$ cat config.mk
export PLATFORM = sky130hd
export DESIGN_NAME = prefetch_ctrl_flat
export DESIGN_NICKNAME = d
export VERILOG_FILES = /design/src/rtl/prefetch_ctrl_if.sv /design/src/rtl/prefetch_ctrl.sv /design/src/flat_wrapper.sv
export SDC_FILE = /design/constraint.sdc
export NUM_CORES = 1
export LEC_CHECK = 0
export CORE_AREA = 4 4 103 105
export DETAILED_ROUTE_END_ITERATION = 8
export DIE_AREA = 0 0 107 109
export DONT_BUFFER_PORTS = 1
export PLACE_DENSITY_LB_ADDON = 0.2
export SETUP_SLACK_MARGIN = 0.3
export SLEW_MARGIN = 0
export SYNTH_ARGS = -nofsm -noshare
export SYNTH_HDL_FRONTEND = slang
export SYNTH_SLANG_ARGS = --single-unit
$ cat constraint.sdc
create_clock -name clk_i -period 6.5 [get_ports clk_i]
set_input_delay 0.325 -clock clk_i [delete_from_list [all_inputs] [get_ports clk_i]]
set_output_delay 0.325 -clock clk_i [all_outputs]
set_load 0.05 [all_outputs]
$ cat src/rtl/prefetch_ctrl_if.sv
// Instruction-bus request/response and fetch-fifo write-side signals of the prefetch controller.
// Signal names carry the controller's point of view; the master modport is the controller side.
interface prefetch_ctrl_if;
    logic        req_o;
    logic [31:0] addr_o;
    logic        ack_i;
    logic        rvalid_i;
    logic        fifo_flush_o;
    logic        fifo_wr_o;
    logic        fifo_rd_i;

    modport master (
        output req_o, addr_o, fifo_flush_o, fifo_wr_o,
        input  ack_i, rvalid_i, fifo_rd_i
    );

    modport slave (
        input  req_o, addr_o, fifo_flush_o, fifo_wr_o,
        output ack_i, rvalid_i, fifo_rd_i
    );
endinterface

$ cat src/rtl/prefetch_ctrl.sv
// Instruction prefetch sequencer: in-order word reads gated by fifo/outstanding credit, jump redirect
// with kill tracking of old-stream responses. Optional drop statistics under PREFETCH_CTRL_STATS_EN.
module prefetch_ctrl #(
    parameter int unsigned C_FIFO_DEPTH_X = 2,
    parameter int unsigned C_MAX_OUTST_X  = 1,
    parameter logic [31:0] C_RESET_VECTOR = 32'h0000_0000
) (
    input  logic            clk_i,
    input  logic            resetb_i,
    input  logic            clk_en_i,
    input  logic            jump_i,
    input  logic [31:0]     jump_addr_i,
    prefetch_ctrl_if.master bus_if,
    output logic [15:0]     stat_kill_o
);
    localparam int unsigned OW = C_FIFO_DEPTH_X + 1;
    localparam int unsigned CW = C_MAX_OUTST_X + 1;
    localparam int unsigned D  = 2 ** C_FIFO_DEPTH_X;
    localparam int unsigned M  = 2 ** C_MAX_OUTST_X;

    typedef enum logic [1:0] {S_BOOT, S_WAIT, S_REQ} state_t;

    state_t        state_q, state_d;
    logic [31:0]   pc_q, pc_d;
    logic [31:0]   req_addr_q, req_addr_d;
    logic [OW-1:0] occ_q, occ_d;
    logic [CW-1:0] live_q, live_d;
    logic [CW-1:0] kill_q, kill_d;
    logic          stale_q, stale_d;

    logic ack_e, rv_e, jmp_e, rd_e, wr_e, drop_e;
    logic credit_q, credit_d;

    function automatic logic credit_f(logic [OW-1:0] occ, logic [CW-1:0] live, logic [CW-1:0] kill);
        return ((32'(occ) + 32'(live)) < D) && ((32'(live) + 32'(kill)) < M);
    endfunction

    // Qualified events: nothing advances while the clock enable is low.
    assign ack_e  = clk_en_i && (state_q == S_REQ) && bus_if.ack_i;
    assign rv_e   = clk_en_i && bus_if.rvalid_i;
    assign jmp_e  = clk_en_i && jump_i;
    assign rd_e   = clk_en_i && bus_if.fifo_rd_i && !jump_i;
    assign wr_e   = rv_e && (kill_q == '0) && !jump_i;
    assign drop_e = rv_e && !wr_e;

    assign bus_if.fifo_flush_o = jump_i;
    assign bus_if.fifo_wr_o    = bus_if.rvalid_i && (kill_q == '0) && !jump_i;
    assign bus_if.req_o        = (state_q == S_REQ);
    assign bus_if.addr_o       = req_addr_q;

    assign credit_q = credit_f(occ_q, live_q, kill_q);
    assign credit_d = credit_f(occ_d, live_d, kill_d);

    always_comb begin
        occ_d   = occ_q;
        live_d  = live_q;
        kill_d  = kill_q;
        stale_d = stale_q;
        pc_d    = pc_q;
        if (jmp_e) begin
            // Everything in flight, including a same-cycle ack, now belongs to the dead stream.
            occ_d  = '0;
            live_d = '0;
            kill_d = kill_q + live_q + CW'(ack_e) - CW'(rv_e);
            pc_d   = jump_addr_i;
            if (ack_e) begin
                stale_d = 1'b0;
            end else if (state_q == S_REQ) begin
                stale_d = 1'b1;
            end
        end else begin
            occ_d  = occ_q + OW'(wr_e) - OW'(rd_e);
            live_d = live_q + CW'(ack_e && !stale_q) - CW'(wr_e);
            kill_d = kill_q + CW'(ack_e && stale_q) - CW'(drop_e);
            if (ack_e) begin
                stale_d = 1'b0;
                // A stale ack completes the pre-jump address; pc already holds the target.
                if (!stale_q) begin
                    pc_d = pc_q + 32'd4;
                end
            end
        end
    end

    always_comb begin
        state_d    = state_q;
        req_addr_d = req_addr_q;
        if (clk_en_i) begin
            case (state_q)
                S_BOOT, S_WAIT: begin
                    if (credit_q) begin
                        state_d    = S_REQ;
                        req_addr_d = pc_d;
                    end else begin
                        state_d = S_WAIT;
                    end
                end
                S_REQ: begin
                    if (ack_e) begin
                        if (credit_d) begin
                            req_addr_d = pc_d;
                        end else begin
                            state_d = S_WAIT;
                        end
                    end
                end
                default: state_d = S_BOOT;
            endcase
        end
    end

    always_ff @(posedge clk_i or negedge resetb_i) begin
        if (!resetb_i) begin
            state_q    <= S_BOOT;
            pc_q       <= C_RESET_VECTOR;
            req_addr_q <= C_RESET_VECTOR;
            occ_q      <= '0;
            live_q     <= '0;
            kill_q     <= '0;
            stale_q    <= 1'b0;
        end else begin
            state_q    <= state_d;
            pc_q       <= pc_d;
            req_addr_q <= req_addr_d;
            occ_q      <= occ_d;
            live_q     <= live_d;
            kill_q     <= kill_d;
            stale_q    <= stale_d;
        end
    end

`ifdef PREFETCH_CTRL_STATS_EN
    logic [15:0] stat_q, stat_d;

    always_comb begin
        stat_d = stat_q;
        if (drop_e && (stat_q != 16'hFFFF)) begin
            stat_d = stat_q + 16'd1;
        end
    end

    always_ff @(posedge clk_i or negedge resetb_i) begin
        if (!resetb_i) begin
            stat_q <= 16'h0;
        end else begin
            stat_q <= stat_d;
        end
    end

    assign stat_kill_o = stat_q;
`else
    assign stat_kill_o = 16'h0;
`endif
endmodule

$ cat src/flat_wrapper.sv
// flat-port wrapper written by rule: the top's interface ports become plain ports
module prefetch_ctrl_flat 
#(
    parameter int unsigned C_FIFO_DEPTH_X = 2,
    parameter int unsigned C_MAX_OUTST_X  = 1,
    parameter logic [31:0] C_RESET_VECTOR = 32'h0000_0000
)
  (clk_i, resetb_i, clk_en_i, jump_i, jump_addr_i, stat_kill_o, bus_if_req_o, bus_if_addr_o, bus_if_fifo_flush_o, bus_if_fifo_wr_o, bus_if_ack_i, bus_if_rvalid_i, bus_if_fifo_rd_i);
  prefetch_ctrl_if bus_if_i ();
  input  logic clk_i;
  input  logic resetb_i;
  input  logic clk_en_i;
  input  logic jump_i;
  input  logic [31:0] jump_addr_i;
  output logic [15:0] stat_kill_o;
  output wire logic [$bits(bus_if_i.req_o)-1:0] bus_if_req_o;
  output wire logic [$bits(bus_if_i.addr_o)-1:0] bus_if_addr_o;
  output wire logic [$bits(bus_if_i.fifo_flush_o)-1:0] bus_if_fifo_flush_o;
  output wire logic [$bits(bus_if_i.fifo_wr_o)-1:0] bus_if_fifo_wr_o;
  input wire logic [$bits(bus_if_i.ack_i)-1:0] bus_if_ack_i;
  input wire logic [$bits(bus_if_i.rvalid_i)-1:0] bus_if_rvalid_i;
  input wire logic [$bits(bus_if_i.fifo_rd_i)-1:0] bus_if_fifo_rd_i;
  assign bus_if_req_o = bus_if_i.req_o;
  assign bus_if_addr_o = bus_if_i.addr_o;
  assign bus_if_fifo_flush_o = bus_if_i.fifo_flush_o;
  assign bus_if_fifo_wr_o = bus_if_i.fifo_wr_o;
  assign bus_if_i.ack_i = bus_if_ack_i;
  assign bus_if_i.rvalid_i = bus_if_rvalid_i;
  assign bus_if_i.fifo_rd_i = bus_if_fifo_rd_i;
  prefetch_ctrl #(.C_FIFO_DEPTH_X(C_FIFO_DEPTH_X), .C_MAX_OUTST_X(C_MAX_OUTST_X), .C_RESET_VECTOR(C_RESET_VECTOR)) u_core (.clk_i(clk_i), .resetb_i(resetb_i), .clk_en_i(clk_en_i), .jump_i(jump_i), .jump_addr_i(jump_addr_i), .bus_if(bus_if_i), .stat_kill_o(stat_kill_o));
endmodule
==> results by stage <==
Timing:
- For the final routed database, the setup TNS stands at 0 ns.
- Measured against its own limit, the worst slew margin works out to 0.6266.
- For this run, the top clock speed supported by timing is approximately 240 MHz.
- The clock skew after layout is between 0.009 and 0.01 ns.
- The smallest setup slack after layout is 2.266 ns.
- Setup repair after global routing left no endpoint under its margin.
- The tightest hold path in the finished design has a slack of roughly 0.11 ns.
- Setup violations remaining at the end of the flow were counted as 0.
- The number of endpoints with negative hold slack in the final report was 0.
- The transition at the pin with the smallest max-transition slack is about 0.56 ns.
- The number of max-slew violations in the final report was 0.
- After layout, the minimum clock period comes to around 4.2 ns.
- The ratio of final minimum period to clock period is 0.6514.

Hold path:
- The worst hold path cell count is 1.
- The origin of the worst min-delay path is jump_addr_i[25].
- The min-delay analysis places its worst path in the category primary input to register.
- The worst hold path terminates at u_core.pc_q[25].

Layout:
- Of the cells placed in the final design, the portion with a size suffix greater than 1 is 0.1259.
- The diode insertion count for antenna repair is 0.
- The filler cells instantiated in the layout total about 940.
- The net count reported at finish is 454.
- The area of the multi-input gates is approximately 2100 um^2.
- The final core utilization is 0.4652.
- Compared with the post-synthesis result, the final layout area differs by 5.072%.
- The area used by sequential logic in the layout is 1852 um^2.

Synthesis:
- For this run, the register share of the synthesized area comes to 0.4339.
- The area share of and/or/nand/nor cells after synthesis is 0.2029.
- The synthesized area per cell is between 10 and 15 um^2.
- The xor and xnor fraction of the mapped netlist area is 0.03635.
- The Yosys step of the flow raised 0 warnings.
- The async set-or-reset flop fraction in the synthesized netlist is 1.000.
- The combinational family with the most area after synthesis is simple AND/OR/NAND/NOR gates.
- The adder-cell share of the synthesized area is 0.04925.
- The cell area that synthesis handed to floorplanning was 4268 um^2.
- Yosys mapped a number of flops with a built-in enable equal to 0.
- The most used flip-flop cell after synthesis is dfrtp_1.
- Synthesis produced around 410 cells.
- Yosys mapped the design onto 58 distinct sky130hd cell types.
- The mux cell area share after synthesis is 0.09704.
- Synthesis inferred between 70 and 80 register bits.
- The area fraction in compound gates after synthesis is 0.1023.

Power and ir drop:
- The static leakage power is roughly 2 nW.
- Dividing total power by cell area gives a power density of between 400 and 500 nW/um^2.
- The power after layout is 1.996 mW.
- The worst supply voltage drop on vdd is 0.2137 mV.

Floorplan:
- The floorplan step defined a die boundary enclosing ~12000 um^2.
- The floorplan core area is around 9600 um^2.
- The height of the die is between 100 and 150 um.
- 90 I/O pins were placed.
- The floorplan has 36 rows.
- The horizontal extent of the die is around 110 um.
- The initial core utilization is 0.4428.

Routing:
- For this run, design rule violations remaining after detail routing come to 0.
- In this run, the number of DRC markers left after iteration 0 of detailed routing was 122.
- The routed layout has around 3000 vias.
- The wire length per cell is 17.83 um.
- The first-pass iteration count of the detailed router is 5.
- After detailed routing, the total wire length is 9591 um.
- The final antenna-violating net count is 0.
- The detailed-route vias per instance is 5.602.

Placed design:
- The sum of net half-perimeters after detailed placement is between 6000 and 7000 um.
- Timing analysis after detailed placement gives a worst setup slack of about 2.2 ns.
- The routability-driven placement congestion ratio is between 0.8 and 0.9.
- Buffers placed on the I/O ports in this run total 0.

GRT:
- The first-pass GRT wire length is around 16000 um.
- The initial antenna violation count is 0.
- The maximum number of pins on one net before global-route repair is 75.
- The global router's overall resource usage is 0.1711.
- The number of global-route vias before repair was between 2000 and 3000.
- The total congestion overflow is 0.

Setup path:
- The worst register-to-register path has a setup slack of about 2.3 ns.
- STA classifies the critical path startpoint as a register.
- The required time at the worst-slack endpoint is between 6 and 7 ns.
- The endpoint identified for the worst register-to-register timing path is u_core.bus_if.addr_o[17].
- The largest driver fanout on the critical path is 31.
- The most critical setup path has its startpoint at u_core.kill_q[1].
- The critical path is of the register to register type.
- The worst setup path is captured at a register.
- The logic depth of the worst register-to-register path is 17.
- STA puts the critical path data arrival time at ~4.5 ns.
- The launch instance of the worst register-to-register path is u_core.kill_q[1].

Clock network:
- CTS built an H-tree with a depth of 3.
- The clock reaches the later pin of the worst-skew pair after approximately 0.35 ns.
- The number of buffers created by CTS is 9.
- The clock slew seen by the registers of the worst setup and hold paths is roughly 0.080 ns.
- Counting every sink on the clock net gives between 70 and 80.
- The maximum buffer depth of the clock tree is 2.
- TritonCTS built the clock tree.
- Once the clock tree was built, the resizer swapped 0 gates to a different size.
- CTS placed an instance of clkbuf_8 at the clock tree root.

Job:
- Across the run, the number of max-cap violations was 0.

Run status:
- The flow ran to the end, and the final reports show no timing, DRC or antenna violations.
## area by class of cell
type | instances | share of cell area
repair buffers | 6 | 0.01507
clock buffers | 12 | 0.03683
clock inverters | 4 | 0.005580
inverters | 16 | 0.01339
multi-input cells | 293 | 0.4791
flip-flops and latches | 74 | 0.4129
well taps | 133 | 0.03711
## per-layer routing
metal	global-route usage	up-vias	routed length, um
li1	-	1432	-
met1	0.2300	1480	4410
met2	0.2648	89	4346
met3	0.05388	13	702
met4	0.05479	0	131
met5	0	-	0
## synthesized netlist by cell type, types with 6 or more instances
cell	instances	area share
xnor2_1	10	0.021
o31ai_1	8	0.014
clkbuf_1	9	0.0079
dfrtp_1	74	0.43
mux2_2	10	0.026
or4_1	12	0.021
buf_4	20	0.035
nand3_1	15	0.018
mux2_4	12	0.042
nand4_1	6	0.0088
and2_1	11	0.016
nor4_1	6	0.0088
nor2_1	21	0.018
buf_2	6	0.0070
nand2_1	40	0.035
mux2_1	9	0.024
and3_1	7	0.010
a31oi_1	13	0.019
o21ai_0	15	0.018
and4_1	6	0.012
inv_1	16	0.014
ha_1	12	0.035
## worst max-delay path by stage
stage	end	cells past startpoint	slack, ns
CTS	u_core.bus_if.addr_o[16]	17	2.23
finish	u_core.bus_if.addr_o[17]	17	2.27
global placement	u_core.bus_if.addr_o[16]	17	2.33
floorplan	u_core.bus_if.addr_o[2]	17	1.26
global route	u_core.bus_if.addr_o[22]	17	2.00
detailed placement	u_core.bus_if.addr_o[16]	17	2.23
## sequential cells by signal (all words and copies together) (netlist names)
name / count
u_core.state_q: 2
u_core.stale_q: 1
u_core.live_q: 2
u_core.kill_q: 2
u_core.bus_if.addr_o: 32
u_core.occ_q: 3
u_core.pc_q: 32
## through the flow
step / area [um^2] / std cells
6_report: 4484 / 538
5_1_grt: 4484 / 538
4_1_cts: 4484 / 538
3_5_place_dp: 4257 / 520
3_3_place_gp: 4257 / 520
2_1_floorplan: 4324 / 423
## report_power, final
group,total (mW),internal (mW),leakage [nW],switching [mW]
clock network,0.346,0.169,0.0944,0.177
logic,0.591,0.297,0.996,0.294
registers,1.06,0.605,0.858,0.453
total,2.00,1.07,1.95,0.925
## cells by family after synthesis
| family | after synthesis |
|---|---|
| simple gates | 151 |
| flops | 74 |
| compound gates | 62 |
| buf+inv | 56 |
| mux | 33 |
| xor+xnor | 16 |
| fa+ha+maj | 15 |
| other cells | 1 |
## cells in the final DEF, fill, tap and decap left out, types with 7 or more instances in the layout
master	netlist	routed
conb_1	1	16
inv_1	16	16
clkbuf_8	0	12
dfrtp_1	74	74
o21ai_0	15	15
and3_1	7	7
o31ai_1	8	8
mux2_1	9	9
a31oi_1	13	13
nand3_1	15	15
mux2_4	12	12
ha_1	12	12
mux2_2	10	10
nand2_1	40	40
xnor2_1	10	10
and2_1	11	11
or4_1	12	12
nor2_1	21	21
## critical path, stage by stage, from the launching register on
cell      delay (ns)
dfrtp_1         0.45
nor4b_2         0.28
buf_4           0.24
nor2b_1         0.07
ha_1            0.27
inv_1           0.04
ha_1            0.19
xnor2_1         0.17
xnor2_1         0.13
nand2_1         0.06
o21ai_0         0.13
inv_1           0.09
fa_1            0.50
nand3b_1        0.07
a41o_1          0.22
o31ai_2         0.36
nand2_4         0.37
mux2_1          0.44
## timing repair
action                                 4_1_cts  5_1_grt
buffers inserted                             0        0
hold buffers                                 2        0
endpoints found under the hold margin       74        0
Power figures use the tool's default switching activity.
